## config.mk

```make
export PLATFORM = sky130hd
export DESIGN_NAME = imem_loader
export DESIGN_NICKNAME = d
export VERILOG_FILES = /design/src/rtl/imem_loader.sv
export SDC_FILE = /design/constraint.sdc
export NUM_CORES = 1
export LEC_CHECK = 0
export CAP_MARGIN = 20
export CORE_ASPECT_RATIO = 0.75
export CORE_MARGIN = 2
export CORE_UTILIZATION = 38
export CTS_CLUSTER_DIAMETER = 120
export DETAILED_ROUTE_END_ITERATION = 16
export GPL_TIMING_DRIVEN = 0
export PLACE_DENSITY = 0.59
export SLEW_MARGIN = 20
export SYNTH_ARGS = -nofsm -noshare
export SYNTH_HDL_FRONTEND = slang
export SYNTH_SLANG_ARGS = --single-unit
```

## constraint.sdc

```tcl
create_clock -name clk -period 2.3 [get_ports clk]
set_clock_uncertainty 0.1 [all_clocks]
set_input_delay 0.345 -clock clk [delete_from_list [all_inputs] [get_ports clk]]
set_output_delay 0.345 -clock clk [all_outputs]
set_load 0.03 [all_outputs]
```

## src/rtl/imem_loader.sv

```systemverilog
// ---------------------------------------------------------------------------
// imem_loader
//
// Receives a byte-serial program image and writes it word by word into the
// instruction memory write port, holding the core in reset until the image
// has been completely written.
//
// Image format: N[7:0], N[15:8], then N little-endian 32-bit words.
// Optional build macro IMEM_LOADER_CHKSUM_EN appends one checksum byte
// (modulo-256 sum of all payload bytes) that must match before DONE.
//
// Ports:
//   clk         system clock, rising edge
//   reset       asynchronous active-low reset
//   rx_data     incoming image byte
//   rx_valid    rx_data valid
//   rx_ready    loader can accept a byte
//   start       one-cycle pulse, restarts a load from DONE or ERR
//   imem_we     instruction memory write strobe, one cycle per word
//   imem_waddr  word address of the write
//   imem_wdata  assembled instruction word
//   core_hold   1 = keep the core's PC/regs in reset
//   done        image fully written
//   error       image rejected
//   word_count  words written in the current load
//   fsm_state   debug view of the FSM state register
//
// Handshake: a byte transfers on a rising edge where rx_valid and rx_ready
// are both 1. rx_ready depends only on registered state, never on rx_valid;
// rx_valid while rx_ready=0 has no effect.
// ---------------------------------------------------------------------------
module imem_loader #(
    parameter int ADDR_W = 8
) (
    input  logic              clk,
    input  logic              reset,
    input  logic [7:0]        rx_data,
    input  logic              rx_valid,
    output logic              rx_ready,
    input  logic              start,
    output logic              imem_we,
    output logic [ADDR_W-1:0] imem_waddr,
    output logic [31:0]       imem_wdata,
    output logic              core_hold,
    output logic              done,
    output logic              error,
    output logic [15:0]       word_count,
    output logic [2:0]        fsm_state
);

    localparam logic [2:0] S_HDR0 = 3'd0;
    localparam logic [2:0] S_HDR1 = 3'd1;
    localparam logic [2:0] S_DATA = 3'd2;
    localparam logic [2:0] S_DONE = 3'd3;
    localparam logic [2:0] S_ERR  = 3'd4;
`ifdef IMEM_LOADER_CHKSUM_EN
    localparam logic [2:0] S_CHK  = 3'd5;
    // State entered once all payload words are written.
    localparam logic [2:0] S_END  = S_CHK;
`else
    localparam logic [2:0] S_END  = S_DONE;
`endif

    localparam logic [16:0] DEPTH = 17'(2 ** ADDR_W);

    logic [2:0]  state;
    logic        live;        // 0 during reset and its first cycle out
    logic [1:0]  lane;
    logic [15:0] len;
    logic [23:0] asm_q;       // first three bytes of the word in flight
    logic        last_pulse;
    logic        accept;
`ifdef IMEM_LOADER_CHKSUM_EN
    logic [7:0]  sum;
`endif

    // The final write pulse is the cycle in which word_count reaches N; no
    // further byte may be taken then, since the image is complete.
    assign last_pulse = imem_we && (word_count == len);
    assign accept     = rx_valid && rx_ready;

    always_comb begin
        rx_ready = 1'b0;
        case (state)
            S_HDR0, S_HDR1: rx_ready = live;
            S_DATA:         rx_ready = live && !last_pulse;
`ifdef IMEM_LOADER_CHKSUM_EN
            S_CHK:          rx_ready = live;
`endif
            default:        rx_ready = 1'b0;
        endcase
    end

    assign core_hold = (state != S_DONE);
    assign done      = (state == S_DONE);
    assign error     = (state == S_ERR);
    assign fsm_state = state;

    always_ff @(posedge clk or negedge reset) begin
        if (!reset) begin
            state      <= S_HDR0;
            live       <= 1'b0;
            lane       <= 2'd0;
            len        <= 16'd0;
            asm_q      <= 24'd0;
            imem_we    <= 1'b0;
            imem_waddr <= '0;
            imem_wdata <= 32'd0;
            word_count <= 16'd0;
`ifdef IMEM_LOADER_CHKSUM_EN
            sum        <= 8'd0;
`endif
        end else begin
            live    <= 1'b1;
            imem_we <= 1'b0;
            // Address follows the word index: step once a write has gone out.
            if (imem_we) begin
                imem_waddr <= imem_waddr + ADDR_W'(1);
            end
            case (state)
                S_HDR0: begin
                    if (accept) begin
                        len[7:0] <= rx_data;
                        state    <= S_HDR1;
                    end
                end
                S_HDR1: begin
                    if (accept) begin
                        len[15:8] <= rx_data;
                        if ({1'b0, rx_data, len[7:0]} > DEPTH) begin
                            state <= S_ERR;
                        end else if ({rx_data, len[7:0]} == 16'd0) begin
                            state <= S_END;
                        end else begin
                            state <= S_DATA;
                        end
                    end
                end
                S_DATA: begin
                    if (accept) begin
                        asm_q <= {rx_data, asm_q[23:8]};
                        lane  <= lane + 2'd1;
`ifdef IMEM_LOADER_CHKSUM_EN
                        sum   <= sum + rx_data;
`endif
                        if (lane == 2'd3) begin
                            imem_we    <= 1'b1;
                            imem_wdata <= {rx_data, asm_q};
                            imem_waddr <= word_count[ADDR_W-1:0];
                            word_count <= word_count + 16'd1;
                        end
                    end else if (last_pulse) begin
                        state <= S_END;
                    end
                end
`ifdef IMEM_LOADER_CHKSUM_EN
                S_CHK: begin
                    if (accept) begin
                        state <= (rx_data == sum) ? S_DONE : S_ERR;
                    end
                end
`endif
                S_DONE, S_ERR: begin
                    if (start) begin
                        state      <= S_HDR0;
                        lane       <= 2'd0;
                        len        <= 16'd0;
                        imem_waddr <= '0;
                        word_count <= 16'd0;
`ifdef IMEM_LOADER_CHKSUM_EN
                        sum        <= 8'd0;
`endif
                    end
                end
                default: state <= S_HDR0;
            endcase
        end
    end

endmodule

```

==> metrics.csv <==
metric,value,unit
num_antenna_cells,0,
cts_num_sinks,103,
post-synth-top-count-cell,nand2_1,
die_area,13500,um^2
fmax,0.365,GHz
clkTransAtPathRegs,0.07,ns
antenna_found_initial,0,
die_h,101,um
slew_headroom,58.8,%
drt_iter0_drc,290,
layout_min_cycle_time,2.74,ns
synth_edf_count,0,
coreArea,12300,um^2
gp_congestion,0.900,
syn_avg_cell_area,9.99,um^2
cp.required,1.86,ns
synth.cell_area,4760,um^2
final_util,55.5,%
synth_warnings,0,
maxCapViolations,0,
vias,3971,
ys_types,51,
rr_startpoint,len[15]$_DFFE_PN0P_,
synth_flop_cell,dfrtp_1,
p_leak,3.18,nW
crit_end,rx_ready,
synth_xor_area_share,4.39,%
p_total,5.11,mW
regArea,2590,um^2
firstDrtPassIters,5,
ys_top_cells_by_area,"dfrtp_1 (54%), nand2_1 (12%), mux2_2 (4.3%), xnor2_1 (3.3%), o21ai_0 (2.8%)",
synth_compound_area_share,10.3,%
drc_errors,0,
avgRoutedWirePerCell,17.3,um
hpwl,8.75,mm
ys_async_sr_fraction,100,%
ios,76,
worstPathArrival,2.30,ns
synth.largest_area_cell,dfrtp_1,
seq_area_frac_synth,54.1,%
grt_pass1_vias,3849,
final_nets,612,
reg2reg_slack,-0.36,ns
synthSimpleGateAreaFrac,19.1,%
r2r_cells,9,
grt_max_degree,78,
powerDensity,751,nW/um^2
rsz0062_at_grt,true,
synthAdderAreaFrac,0.788,%
status,"finished, violations left",
num_rows,35,
final_cell_count_no_fill,767,
area_delta_synth_final,42.9,%
start_util,38.8,%
cts_buffer_depth,2,
numPortBuffers,75,
grt_usage,20.4,%
htree_levels,3,
synth_top_family_by_area,simple AND/OR/NAND/NOR gates,
cp-startpoint,len[15]$_DFFE_PN0P_,
die_w,133,um
cts_tree,built,
ir_drop,0.443,mV
dp_cells,719,
hold_class,in -> async,
syn_nets,492,
wl,13.3,mm
synthesis.instances,477,
gr-total-overflow,0,
clock_latency,0.34,ns
grt_pass1_wl,21.0,mm
crit_type,reg -> out,
clockRootBuffer,clkbuf_16,
fin_ws,-0.440,ns
period_share,119,%
ys_seq_elements,103,
violations,setup timing,
final_antenna_net_count,0,
slew_violations,0,
netlist.area_leader.share,54.1,%
setup_viol_count_final,83,
worst_pin_slew,0.618,ns
finalHoldViolations,0,
critPathLaunchType,flip-flop,
synth.area.mux_share,7.30,%
multi_input_area,2160,um^2
synth_common_cells,"nand2_1 (149), dfrtp_1 (103), o21ai_0 (27)",
timing.rr.end,imem_waddr[3]$_DFF_PN0_,
fillers,1049,
cts_buffers,9,
drive_above_1_share,24.3,%
viasPerCell,5.18,
end_kind,primary output,
path_max_fanout,2,
## routing by layer
metal / share of wire [%] / track usage (%) / vias to the layer above / wire, um
met3: 7.4 / 5.33 / 22 / 979
met5: 0 / 0 / - / 0
met1: 48 / 29.9 / 1933 / 6450
li1: - / - / 1873 / -
met4: 1.6 / 6.30 / 0 / 210
met2: 43 / 29.5 / 143 / 5670
## worst min path at each step
stage | from | end | depth (start not counted)
3_5_place_dp | reset | word_count[13]$_DFFE_PN0P_ | 1
4_1_cts | reset | word_count[13]$_DFFE_PN0P_ | 2
6_report | reset | word_count[10]$_DFFE_PN0P_ | 2
5_1_grt | reset | word_count[13]$_DFFE_PN0P_ | 2
2_1_floorplan | reset | asm_q[0]$_DFFE_PN0P_ | 0
3_3_place_gp | asm_q[0]$_DFFE_PN0P_ | imem_wdata[0]$_DFFE_PN0P_ | 2
## cell type report
type                    count  area share, %
well taps                 166           3.05
clock buffers              11           3.71
flip-flops and latches    103           38.1
inverters                   7          0.460
multi-input cells         341           31.7
plain buffers              20           3.12
clock inverters             4          0.809
repair inverters            1          0.110
repair buffers            114           18.9
## metrics by stage
step / TNS, ns / setup WS, ns / instance area, um^2 / hold slack (ns)
final: -18.10 / -0.440 / 6810 / 0.328
after global routing: -23.31 / -0.488 / 6810 / 0.354
after CTS: -14.47 / -0.428 / 6670 / 0.332
after detailed placement: -15.26 / -0.678 / 5810 / 0.137
after global placement: -336.50 / -3.48 / 5780 / 0.357
after floorplan: -0.560 / -0.0886 / 4820 / -0.0506
## logic make-up (layout without fill, tap and decap cells)
kind of cell,count (synthesis),in the layout
DFF,103,103
muxes,29,29
other,1,1
buffers and inverters,33,157
and+or+nand+nor,209,209
AOI/OAI and AO/OA,76,76
xor gates and xnor gates,23,23
adders and majority gates,3,3
## cells in the final DEF (no fill, tap or decap), types with 3 or more instances in the layout
cell type	count
nand4_1	7
nor3_1	4
nor3b_1	3
xnor2_1	12
clkbuf_8	4
xnor2_2	7
o31ai_2	5
nor2_1	11
mux2_2	18
a31oi_1	8
buf_8	8
bufbuf_16	6
dfrtp_2	13
nand2_1	148
buf_12	5
inv_1	6
dfrtp_1	90
a211oi_1	4
o21ba_2	3
buf_4	25
clkbuf_16	10
a41oi_2	3
ha_1	3
mux2_4	7
buf_6	4
clkdlybuf4s50_1	70
mux2i_1	4
a21oi_1	9
nor2_2	3
xor2_1	4
nor4_1	5
nand3_1	12
clkbuf_1	6
o21ai_0	25
## power breakdown
part | internal [mW] | switching (mW) | leakage, nW
logic | 0.570 | 0.687 | 1.65
registers | 2.04 | 0.245 | 1.38
clock network | 0.901 | 0.675 | 0.148
total | 3.51 | 1.61 | 3.18
## flip-flops by register name (all words and copies together), names as in the netlist
name        cells
asm_q          24
word_count     16
live            1
imem_waddr      8
lane            2
len            16
imem_we         1
imem_wdata     32
fsm_state       3
## repair_timing
| item | 4_1_cts | 5_1_grt |
|---|---|---|
| endpoints found under the setup margin | 78 | 102 |
| hold buffers | 1 | 0 |
| pin swaps | 17 | 8 |
| buffers inserted | 22 | 10 |
| gates cloned | 7 | 0 |
| resized for setup | 51 | 18 |
| endpoints found under the hold margin | 26 | 0 |
## critical path, cell delays in order, from the launching register on
cell	delay [ns]
dfrtp_1	0.41
xnor2_2	0.22
nand4_1	0.16
or4_4	0.61
nor2_8	0.14
o21ai_2	0.05
and3b_2	0.21
buf_6	0.13
Power figures use the tool's default switching activity.
